[config.mk]
export PLATFORM = sky130hd
export DESIGN_NAME = tdc_readout
export DESIGN_NICKNAME = d
export VERILOG_FILES = /design/src/rtl/cim_pkg.sv /design/src/rtl/cdc_sync_bit.sv /design/src/rtl/tdc_readout.sv
export SDC_FILE = /design/constraint.sdc
export NUM_CORES = 1
export LEC_CHECK = 0
export CELL_PAD_IN_SITES_DETAIL_PLACEMENT = 1
export CELL_PAD_IN_SITES_GLOBAL_PLACEMENT = 2
export CORE_ASPECT_RATIO = 0.75
export CORE_MARGIN = 10
export CORE_UTILIZATION = 41
export CTS_BUF_LIST = sky130_fd_sc_hd__clkbuf_4 sky130_fd_sc_hd__clkbuf_8
export CTS_CLUSTER_DIAMETER = 200
export DETAILED_ROUTE_END_ITERATION = 16
export GPL_ROUTABILITY_DRIVEN = 0
export GPL_TIMING_DRIVEN = 1
export PLACE_DENSITY = 0.86
export SLEW_MARGIN = 20
export SYNTH_ARGS = -nofsm -noshare
export SYNTH_HDL_FRONTEND = slang
export SYNTH_SLANG_ARGS = --single-unit
[constraint.sdc]
create_clock -name clk -period 5.4 [get_ports clk]
set_input_delay 1.08 -clock clk [delete_from_list [all_inputs] [get_ports clk]]
set_output_delay 1.08 -clock clk [all_outputs]
set_load 0.005 [all_outputs]
[src/rtl/cim_pkg.sv]
// Constants and FSM encoding shared by the CIM control unit and the TDC readout stage.
package cim_pkg;

  typedef enum logic [2:0] {
    S_IDLE,
    S_ARM,
    S_MEAS,
    S_HOLD,
    S_EMIT
  } state_t;

  localparam int T_WINDOW_DEF = 42;
  localparam int LOOP_PERIOD  = 54;
  localparam int READ_LOOPS   = 10;

endpackage

[src/rtl/cdc_sync_bit.sv]
// Multi-flop synchronizer for a single asynchronous bit, cleared by an async active-high clear.
module cdc_sync_bit #(
  parameter int STAGES = 2
) (
  input  logic clk,
  input  logic clr,
  input  logic d,
  output logic q
);

  logic [STAGES-1:0] chain;

  always_ff @(posedge clk or posedge clr) begin
    if (clr) chain <= '0;
    else     chain <= STAGES'({chain, d});
  end

  assign q = chain[STAGES-1];

endmodule

[src/rtl/tdc_readout.sv]
// Time-domain readout: times each read loop to the comparator crossing, accumulates a burst,
// and hands one result word downstream over valid/ready.
module tdc_readout
  import cim_pkg::*;
#(
  parameter int CNT_W       = 6,
  parameter int ACC_W       = 10,
  parameter int T_WINDOW    = T_WINDOW_DEF,
  parameter int SYNC_STAGES = 2
) (
  input  logic             clk,
  input  logic             rst,
  input  logic             compute_sig,
  input  logic             input_ctrl,
  input  logic             pre_charge_ctrl,
  input  logic             sense_cmp,
  output logic [ACC_W-1:0] result_acc,
  output logic [3:0]       result_loops,
  output logic [3:0]       result_timeouts,
  output logic             result_valid,
  input  logic             result_ready,
  output logic             overrun,
  output logic             busy
);

  localparam logic [CNT_W-1:0] T_END = CNT_W'(T_WINDOW + SYNC_STAGES);
  localparam logic [CNT_W-1:0] T_LAT = CNT_W'(SYNC_STAGES);
  localparam logic [CNT_W-1:0] T_TO  = CNT_W'(T_WINDOW);

  function automatic logic [ACC_W-1:0] sat_acc(input logic [ACC_W-1:0] a,
                                               input logic [CNT_W-1:0] v);
    logic [ACC_W:0] sum;
    sum = {1'b0, a} + {{(ACC_W + 1 - CNT_W){1'b0}}, v};
    return sum[ACC_W] ? {ACC_W{1'b1}} : sum[ACC_W-1:0];
  endfunction

  function automatic logic [3:0] sat_inc4(input logic [3:0] c);
    return (c == 4'hF) ? c : c + 4'd1;
  endfunction

  state_t           state;
  logic             cmp_s;
  logic             input_ctrl_p1;
  logic             compute_sig_p1;
  logic             ic_rise;
  logic             cs_fall;
  logic             tout_end;
  logic [CNT_W-1:0] timer;
  logic [CNT_W-1:0] meas_val;
  logic [ACC_W-1:0] acc;
  logic [3:0]       loops;
  logic [3:0]       timeouts;

  cdc_sync_bit #(.STAGES(SYNC_STAGES)) u_sync (
    .clk (clk),
    .clr (rst),
    .d   (sense_cmp),
    .q   (cmp_s)
  );

  assign ic_rise = input_ctrl & ~input_ctrl_p1;
  assign cs_fall = ~compute_sig & compute_sig_p1;
  assign busy    = (state != S_IDLE);

  // timer counts ticks elapsed since E, so subtracting the synchronizer depth yields k
  always_comb begin
    tout_end = (timer == T_END) || !pre_charge_ctrl;
    if (cmp_s) meas_val = (timer > T_LAT) ? timer - T_LAT : '0;
    else       meas_val = T_TO;
  end

  always_ff @(posedge clk or posedge rst) begin
    if (rst) begin
      state           <= S_IDLE;
      input_ctrl_p1   <= 1'b0;
      compute_sig_p1  <= 1'b0;
      timer           <= '0;
      acc             <= '0;
      loops           <= '0;
      timeouts        <= '0;
      result_acc      <= '0;
      result_loops    <= '0;
      result_timeouts <= '0;
      result_valid    <= 1'b0;
      overrun         <= 1'b0;
    end else begin
      input_ctrl_p1  <= input_ctrl;
      compute_sig_p1 <= compute_sig;
      overrun        <= 1'b0;
      if (result_valid && result_ready) result_valid <= 1'b0;

      case (state)
        S_IDLE: begin
          if (compute_sig) begin
            acc      <= '0;
            loops    <= '0;
            timeouts <= '0;
            state    <= S_ARM;
          end
        end
        S_ARM, S_HOLD: begin
          if (cs_fall) begin
            state <= (loops != 4'd0) ? S_EMIT : S_IDLE;
          end else if (ic_rise) begin
            timer <= CNT_W'(1);
            state <= S_MEAS;
          end
        end
        S_MEAS: begin
          // burst end aborts the loop before any end condition is honoured
          if (cs_fall) begin
            state <= (loops != 4'd0) ? S_EMIT : S_IDLE;
          end else if (cmp_s || tout_end) begin
            acc   <= sat_acc(acc, meas_val);
            loops <= sat_inc4(loops);
            if (!cmp_s) timeouts <= sat_inc4(timeouts);
            state <= S_HOLD;
          end else begin
            timer <= timer + CNT_W'(1);
          end
        end
        S_EMIT: begin
          if (!result_valid || result_ready) begin
            result_acc      <= acc;
            result_loops    <= loops;
            result_timeouts <= timeouts;
            result_valid    <= 1'b1;
          end else begin
            overrun <= 1'b1;
          end
          state <= S_IDLE;
        end
        default: state <= S_IDLE;
      endcase
    end
  end

endmodule

==> flow_metrics.py, run 1 <==
metrics = {
    "setup_path": {
        "crit_family": "simple AND/OR/NAND/NOR gates",
        "cp_cell_sequence": "nor3_1 > inv_1 > clkdlybuf4s50_1",
        "reg2reg_to": "acc[7]",
        "startpoint_type": "flop",
        "cp.arrival_ns": 2.12,
        "worst-path-max-fanout": 11,
        "r2r_cells": 11,
        "worstSetupEndpointType": "output pin",
        "cp.depth": 3,
        "crit_path_end": "busy",
        "crit_type": "reg2out",
        "cp.required_ns": 4.32,
        "rrSetupSlack_ns": 2.23,
        "rr_startpoint": "timer[3]",
        "slowest_stage": "nor3_1",
        "cp.buffers_inverters": 2,
        "crit_start": "state[2]",
        "cpPeakStageDelay_ns": 0.71,
    },
    "floorplan": {
        "core_area_um2": 6380,
        "die_height_um": 90.5,
        "start_util": 0.426,
        "die_w_um": 114,
        "num_rows": 25,
        "fp.dieArea_um2": 10300,
        "pin_count": 28,
    },
    "power": {
        "ir_drop_v": 0.000150,
        "power_frac_seq": 0.424,
        "internal_power_uw": 783,
        "p_comb_frac": 0.395,
        "power.leakage_uw": 0.00141,
        "swShare": 0.387,
        "p_per_area_nw_per_um2": 405,
        "p_switching_uw": 493,
        "clkPwrFrac": 0.182,
    },
    "cts": {
        "cts_tree": "done",
        "cts_setup_buffers": 0,
        "numCtsBuffers": 5,
        "cts.sinks": 51,
        "cts_resized": 0,
        "cts_buffer_depth": 2,
        "insertion_delay_ns": 0.31,
        "htreeDepth": 2,
        "root_buffer": "clkbuf_8",
        "hold_buffers": 0,
        "cts.clk_slew.worst_paths_ns": 0.09,
    },
    "logic_synthesis": {
        "yosys_warnings": 0,
        "synth_seq_cells": 51,
        "syn_area_um2": 2720,
        "synth_fp_nets": 293,
        "yosysUniqueCellTypes": 55,
        "synthArstFlopShare": 1.00,
        "synth_area_per_cell_um2": 10.0,
        "synth-edff-count": 0,
        "syn_inst": 271,
        "ys_seq_area_frac": 0.469,
        "ys.flop_type": "dfrtp_1",
    },
    "timing": {
        "final.min_clock_period_ns": 3.20,
        "slew_violations": 0,
        "fmax_mhz": 312,
        "setup_violations": 0,
        "period_share": 0.593,
        "slew_headroom": 0.289,
        "finalClockSkew_ns": 0.00872,
        "worst_slew_pin_slew_ns": 1.06,
        "holdWs_ns": 0.367,
        "rsz0062_at_grt": "no",
        "hold_viol": 0,
        "fin_setup_tns_ns": 0,
    },
    "finish": {
        "syn2layout_area_growth_pct": 15.9,
        "layout-drive-gt1-share": 0.104,
        "num_antenna_cells": 0,
        "final_nets": 320,
        "post-route-util": 0.494,
        "fillers": 735,
    },
    "route": {
        "drt-initial-drc-count": 72,
        "wirelength_um": 6740,
        "wl_per_cell_um": 17.7,
        "drc": 0,
        "vias_per_cell": 5.64,
        "first_pass_iters": 4,
        "ant_nets": 0,
        "vias": 2145,
    },
    "global_route": {
        "grt_pass1_vias": 2243,
        "grt_max_degree": 52,
        "grtUsageTotal": 0.133,
        "grt_pass1_wl_um": 11400,
        "antenna_found_initial": 0,
        "overflow": 0,
    },
    "outcome": {
        "status": "complete, no violations",
    },
    "job": {
        "drv_cap": 0,
    },
    "placed_design": {
        "port_buffers": 27,
        "dp_hpwl_um": 5010,
    },
    "hold_path": {
        "hold_class": "reg2reg",
        "hp-start": "u_sync.chain[0]",
    },
}
-- cells in the final DEF (no fill, tap or decap), types with 4 or more instances in the layout --
master           count
nor2_1              24
xnor2_1              4
dfrtp_1             51
nor3_1               6
inv_1               11
nand2_1             26
clkbuf_8             5
o211ai_1             4
or3_1                4
o21ai_0             21
clkdlybuf4s50_1     27
nor2b_1              5
nand3_1              9
o21a_1               4
ha_1                14
a211oi_1             5
mux2_2              14
a21oi_1             10
-- cells in the mapped netlist (4+ instances only) --
| cell | number | area share |
|---|---|---|
| o211ai_1 | 4 | 0.011 |
| nor3_1 | 6 | 0.011 |
| nand3_1 | 9 | 0.017 |
| a21oi_1 | 10 | 0.018 |
| inv_1 | 12 | 0.017 |
| o21a_1 | 4 | 0.011 |
| nor2_1 | 24 | 0.033 |
| nor2b_1 | 5 | 0.011 |
| mux2_2 | 14 | 0.058 |
| nand2_1 | 26 | 0.036 |
| xnor2_1 | 4 | 0.013 |
| o21ai_0 | 21 | 0.039 |
| or3_1 | 4 | 0.0092 |
| dfrtp_1 | 51 | 0.47 |
| a211oi_1 | 5 | 0.014 |
| ha_1 | 14 | 0.064 |
-- state kept, by name, indices dropped and copies added (netlist names), 2 cells and up --
| register | count |
|---|---|
| result_acc | 10 |
| u_sync.chain | 2 |
| timer | 6 |
| result_timeouts | 4 |
| timeouts | 4 |
| result_loops | 4 |
| loops | 4 |
| acc | 10 |
| state | 3 |
-- per-layer routing --
metal / wire (um) / track usage
met1: 3300 / 0.181
met5: 0 / 0
met2: 3090 / 0.201
met3: 294 / 0.0398
met4: 48 / 0.0313
-- power by group through the flow --
| stage | clock network [uW] | registers (uW) | logic (uW) |
|---|---|---|---|
| floorplan | 0 | 521 | 360 |
| global placement | 0 | 546 | 493 |
| detailed placement | 0 | 550 | 508 |
| CTS | 242 | 541 | 512 |
| global route | 254 | 555 | 577 |
| finish | 232 | 541 | 503 |
-- worst register-to-register path, delay by kind of cell, from the launching register on --
kind,cells,cell delay [ns]
simple gates,4,0.98
buf+inv,1,0.08
fa+ha+maj,2,0.43
compound gates,4,1.08
flops,1,0.50
-- stage by stage --
step	worst slack, ns	std cells	area [um^2]	total power [uW]
5_1_grt	1.88	380	3150	1390
4_1_cts	2.20	380	3150	1290
2_1_floorplan	2.57	271	2720	881
6_report	2.20	380	3150	1280
3_3_place_gp	2.21	372	3060	1040
3_5_place_dp	2.16	372	3060	1060
-- worst min-delay path by stage --
stage                            to  slack, ns  cells after the start
floorplan           u_sync.chain[1]       0.33                      0
global placement    u_sync.chain[1]       0.33                      0
detailed placement  u_sync.chain[1]       0.35                      0
CTS                 u_sync.chain[1]       0.37                      0
global route        u_sync.chain[1]       0.38                      0
finish              u_sync.chain[1]       0.37                      0
-- logic make-up (layout without fill, tap and decap cells) --
kind of cell	count (synthesis)	after routing	synth area share
simple gates	92	92	0.167
compound gates	72	72	0.179
flops	51	51	0.469
buf+inv	20	48	0.0317
mux	16	16	0.0653
fa+ha+maj	15	15	0.0718
xor+xnor	5	5	0.0161
-- area by class of cell --
cell class / count / area (um^2) / share of cell area
Sequential cell: 51 / 1280 / 0.405
Tap cell: 81 / 101 / 0.0321
Clock inverter: 3 / 22.5 / 0.00714
Multi-Input combinational cell: 200 / 1360 / 0.432
Inverter: 12 / 45.0 / 0.0143
Clock buffer: 5 / 68.8 / 0.0218
Timing Repair Buffer: 28 / 278 / 0.0881
(Power assumes the default switching activity.)
==> run 2: changes to the inputs <==
CORE_UTILIZATION = 34   (was 41)
PLACE_DENSITY = 0.76   (was 0.86)
clock period = 2.6 ns   (was 5.4 ns; I/O delays follow)
==> run 2 against run 1 <==
Against the previous run:
- the flow now finishes with violations (setup timing)
- global-route usage decreased by 0.33 points
- sequential share of layout area is 6.2 points lower
- flip-flop and latch count stayed put
- critical path type is now reg2reg
- critical endpoint is now acc[6]
==> flow_metrics.py, run 2 (synthesized netlist as in run 1, its figures left out) <==
metrics = {
    "outcome": {
        "status": "finished with violations",
        "violations": "setup timing",
    },
    "timing": {
        "period_share": 1.04,
        "final.min_clock_period_ns": 2.71,
        "holdWs_ns": 0.386,
        "fin_setup_tns_ns": -0.595,
        "fmax_mhz": 369,
        "finalClockSkew_ns": 0.00655,
        "rsz0062_at_grt": "yes",
        "slew_headroom": 0.602,
        "hold_viol": 0,
        "setup_violations": 8,
        "slew_violations": 0,
        "worst_slew_pin_slew_ns": 0.592,
        "final.setup.worst_slack_ns": -0.113,
    },
    "cts": {
        "htreeDepth": 2,
        "hold_buffers": 0,
        "root_buffer": "clkbuf_8",
        "cts.sinks": 51,
        "cts_tree": "done",
        "cts_buffer_depth": 2,
        "numCtsBuffers": 5,
        "insertion_delay_ns": 0.32,
        "cts.clk_slew.worst_paths_ns": 0.11,
    },
    "placed_design": {
        "port_buffers": 27,
        "dp_hpwl_um": 5720,
        "place_area_um2": 3310,
        "placed_cells": 418,
    },
    "global_route": {
        "antenna_found_initial": 0,
        "grt_max_degree": 32,
        "grtUsageTotal": 0.130,
        "met1_usage": 0.179,
        "grt_pass1_vias": 2384,
        "top_usage_layer": "met2",
        "use_met3": 0.0360,
        "grt_pass1_wl_um": 12700,
        "grtUsageMet2": 0.198,
        "overflow": 0,
    },
    "finish": {
        "fillers": 897,
        "stdcell_area_um2": 3720,
        "largestRegisters": "acc x10, result_acc x10, timer x6",
        "syn2layout_area_growth_pct": 36.8,
        "layout-drive-gt1-share": 0.304,
        "final_nets": 357,
        "stdcell_count": 441,
        "layout_common_cells": "51 x dfrtp_1, 31 x buf_4, 27 x clkdlybuf4s50_1",
        "num_antenna_cells": 0,
        "final_common_cell": "dfrtp_1",
    },
    "setup_path": {
        "crit_type": "reg2reg",
        "cpPeakStageDelay_ns": 0.57,
        "worst-path-max-fanout": 5,
        "cp.required_ns": 2.82,
        "cp.arrival_ns": 2.93,
        "slowest_stage": "or4_4",
        "cp_cell_sequence": "or4_4 > o21ai_4 > nor2_2 > ha_2 > inv_2 > fa_2 > nor2b_4 > o2111ai_4 > nand2_4 > buf_4 > a221o_1",
        "worstSetupEndpointType": "flop",
        "startpoint_type": "flop",
    },
    "floorplan": {
        "start_util": 0.347,
        "die_w_um": 123,
        "pin_count": 28,
        "num_rows": 28,
        "die_height_um": 97.5,
        "fp.dieArea_um2": 12000,
        "core_area_um2": 7850,
    },
    "route": {
        "drt-initial-drc-count": 102,
        "first_pass_iters": 4,
        "ant_nets": 0,
        "wl_per_cell_um": 17.8,
        "vias_per_cell": 5.12,
        "drc": 0,
        "wirelength_um": 7840,
        "vias": 2257,
    },
    "power": {
        "p_comb_frac": 0.507,
        "ir_drop_v": 0.000302,
        "power.leakage_uw": 0.00162,
        "p_per_area_nw_per_um2": 868,
        "internal_power_uw": 1960,
        "p_total_uw": 3230,
        "p_switching_uw": 1270,
        "power_frac_seq": 0.336,
        "clkPwrFrac": 0.157,
        "swShare": 0.395,
    },
    "job": {
        "drv_cap": 0,
    },
    "hold_path": {
        "hold_class": "reg2reg",
    },
}
[run 2: cell types whose count changed in the layout (fill, tap and decap cells not counted), sizes merged]
cell and change:
buf +37, clkinv -1, clkinvlp +1
[run 2: metrics by stage]
stage	setup slack, ns	utilization
6_report	-0.113	0.474
5_1_grt	-0.192	0.474
4_1_cts	-0.0707	0.444
3_5_place_dp	-0.164	0.422
3_3_place_gp	-0.0360	0.422
2_1_floorplan	-0.00605	-
[run 2: area by class of cell]
cell class	instances	area [um^2]	area share
Inverter	12	45.0	0.0121
Clock buffer	5	68.8	0.0185
Tap cell	105	131	0.0353
Timing Repair Buffer	65	608	0.163
Sequential cell	51	1280	0.343
Clock inverter	3	25.0	0.00672
Multi-Input combinational cell	200	1570	0.421
[run 2: repair_timing]
item	in CTS	in global routing
pin swaps	12	22
setup endpoints to repair	8	10
hold endpoints to repair	0	0
buffers inserted	6	10
resized for setup	10	34
[run 2: final timing paths]
check | start | end | slack (ns) | cells past startpoint
max | timer[2] | acc[6] | -0.11 | 11
max reg2reg | timer[2] | acc[6] | -0.11 | 11
min | u_sync.chain[0] | u_sync.chain[1] | 0.39 | 0
min in group asynchronous | rst | result_valid | 0.53 | 2
min reg2reg | u_sync.chain[0] | u_sync.chain[1] | 0.39 | 0
max in group asynchronous | rst | acc[9] | 1.53 | 3
[run 2: critical path: cells and delay by family (launching register included)]
kind / cells / cell delay, ns
AOI/OAI and AO/OA: 3 / 0.80
adders and majority gates: 2 / 0.43
DFF: 1 / 0.39
buffers and inverters: 2 / 0.20
and+or+nand+nor: 4 / 0.79
[run 2: power groups by stage]
stage                     Combinational [uW]  Clock (uW)  Sequential [uW]
after floorplan                          802           0             1080
after global placement                  1280           0             1090
after detailed placement                1310           0             1100
after CTS                               1390         525             1080
after global routing                    1820         556             1110
final                                   1640         508             1080
[run 2: per-layer routing]
metal | part of all wire | routed length, um
met5 | 0 | 0
met4 | 0.0061 | 48
met3 | 0.037 | 291
met2 | 0.46 | 3630
met1 | 0.49 | 3870
==> run 3: changes to the inputs <==
CORE_UTILIZATION = 41   (was 34)
PLACE_DENSITY = 0.86   (was 0.76)
clock period = 3.34 ns   (was 2.6 ns; I/O delays follow)
==> run 3 against run 2 <==
Against the previous run:
- the flow now finishes without violations
- setup slack better by 0.43 ns
- global-route usage is 0.85 points higher
- flip-flop and latch count is the same
- critical path depth did not move
==> flow_metrics.py, run 3 (synthesized netlist as in run 1, its figures left out) <==
metrics = {
    "hold_path": {
        "hold_class": "reg2reg",
        "min_to": "u_sync.chain[1]",
        "hold_depth": 0,
        "hp-start": "u_sync.chain[0]",
    },
    "finish": {
        "num_antenna_cells": 0,
        "stdcell_count": 384,
        "final_nets": 324,
        "largestRegisters": "acc x10, result_acc x10, timer x6",
        "final_common_cell": "dfrtp_1",
        "layout-drive-gt1-share": 0.122,
        "syn2layout_area_growth_pct": 17.3,
        "fillers": 741,
        "layout_common_cells": "50 x dfrtp_1, 27 x clkdlybuf4s50_1, 26 x nand2_1",
    },
    "setup_path": {
        "rr_startpoint": "timer[3]",
        "startpoint_type": "flop",
        "rrSetupSlack_ns": 0.32,
        "worst-path-max-fanout": 9,
        "cp.required_ns": 3.55,
        "crit_type": "reg2reg",
        "r2r_cells": 11,
        "cp.arrival_ns": 3.23,
        "reg2reg_to": "acc[7]",
        "worstSetupEndpointType": "flop",
    },
    "cts": {
        "insertion_delay_ns": 0.31,
        "cts.clk_slew.worst_paths_ns": 0.10,
        "cts_setup_buffers": 0,
        "numCtsBuffers": 5,
        "root_buffer": "clkbuf_8",
        "hold_buffers": 0,
        "cts_tree": "done",
        "cts.sinks": 51,
        "htreeDepth": 2,
        "cts_buffer_depth": 2,
    },
    "route": {
        "drt-initial-drc-count": 44,
        "wirelength_um": 6860,
        "vias": 2162,
        "vias_per_cell": 5.63,
        "ant_nets": 0,
        "wl_per_cell_um": 17.9,
        "first_pass_iters": 4,
        "drc": 0,
    },
    "job": {
        "drv_cap": 0,
    },
    "timing": {
        "period_share": 0.905,
        "final.min_clock_period_ns": 3.02,
        "slew_violations": 0,
        "slew_headroom": 0.593,
        "fmax_mhz": 331,
        "fin_setup_tns_ns": 0,
        "rsz0062_at_grt": "no",
        "setup_violations": 0,
        "finalClockSkew_ns": 0.00425,
        "worst_slew_pin_slew_ns": 0.606,
        "hold_viol": 0,
    },
    "floorplan": {
        "fp.dieArea_um2": 10300,
        "die_w_um": 114,
        "core_area_um2": 6380,
        "start_util": 0.426,
        "num_rows": 25,
        "pin_count": 28,
        "die_height_um": 90.5,
    },
    "global_route": {
        "grtUsageTotal": 0.138,
        "overflow": 0,
        "grt_pass1_wl_um": 11700,
        "grt_max_degree": 22,
        "grt_pass1_vias": 2240,
        "antenna_found_initial": 0,
    },
    "placed_design": {
        "port_buffers": 27,
        "dp_hpwl_um": 5170,
        "placed_cells": 376,
    },
    "outcome": {
        "status": "complete, no violations",
    },
    "power": {
        "ir_drop_v": 0.000354,
        "p_per_area_nw_per_um2": 659,
        "power.leakage_uw": 0.00144,
    },
}
## run 3: changes by cell type in the layout (fill, tap and decap cells not counted), moves of 4 or more
cell / before / now
buf_4: 31 / 5
o21ai_0: 12 / 20
ha_1: 7 / 14
ha_2: 6 / 0
buf_6: 4 / 0
o21ai_2: 4 / 0
## run 3: critical path, cell delays in order (launching register included)
cell,delay (ns)
dfrtp_1,0.49
or4_1,0.56
o21ai_1,0.23
nor2_1,0.07
ha_1,0.21
inv_1,0.08
fa_1,0.22
nor2b_2,0.07
o2111ai_1,0.23
nand2_1,0.24
o31a_1,0.34
o22a_1,0.19
## run 3: worst max path at each step
stage,end,slack [ns],from,depth (start not counted)
floorplan,acc[7],0.51,timer[4],12
global placement,acc[6],0.32,timer[0],13
detailed placement,acc[6],0.22,timer[0],13
CTS,acc[7],0.18,timer[3],9
global route,acc[6],0.05,timer[0],13
finish,acc[7],0.32,timer[3],11
## run 3: area by class of cell
type                       instances  area (um^2)  area share
clock buffer                       6         76.3      0.0239
clock inverter                     2         16.3     0.00510
inverter                          12         45.0      0.0141
multi-input combinational        200         1370       0.428
sequential                        51         1280       0.400
tap                               81          101      0.0318
timing repair buffer              32          308      0.0964
## run 3: metal layers
layer  vias to the layer above  global-route usage  part of all wire
met5                         -                   0                 0
met3                        10              0.0412             0.059
li1                       1042                   -                 -
met4                         0              0.0375             0.013
met1                      1063               0.184              0.48
met2                        47               0.212              0.45
## run 3: report_power, final
group	switching, uW	total (uW)	internal [uW]
combinational	453	848	395
sequential	135	873	737
clock	223	382	159
total	812	2100	1290
## run 3: through the flow
stage / util / worst slack (ns) / hold slack (ns) / total power, uW / cell area, um^2
5_1_grt: 0.500 / 0.0511 / 0.386 / 2280 / 3190
3_3_place_gp: 0.484 / 0.323 / 0.333 / 1700 / 3090
4_1_cts: 0.498 / 0.184 / 0.378 / 2120 / 3180
2_1_floorplan: - / 0.513 / 0.331 / 1420 / 2720
3_5_place_dp: 0.484 / 0.219 / 0.354 / 1720 / 3090
6_report: 0.500 / 0.317 / 0.374 / 2100 / 3190
## run 3: what timing repair did
action,in CTS,in global routing
gates resized for setup,0,4
endpoints found under the hold margin,0,0
setup endpoints to repair,0,4
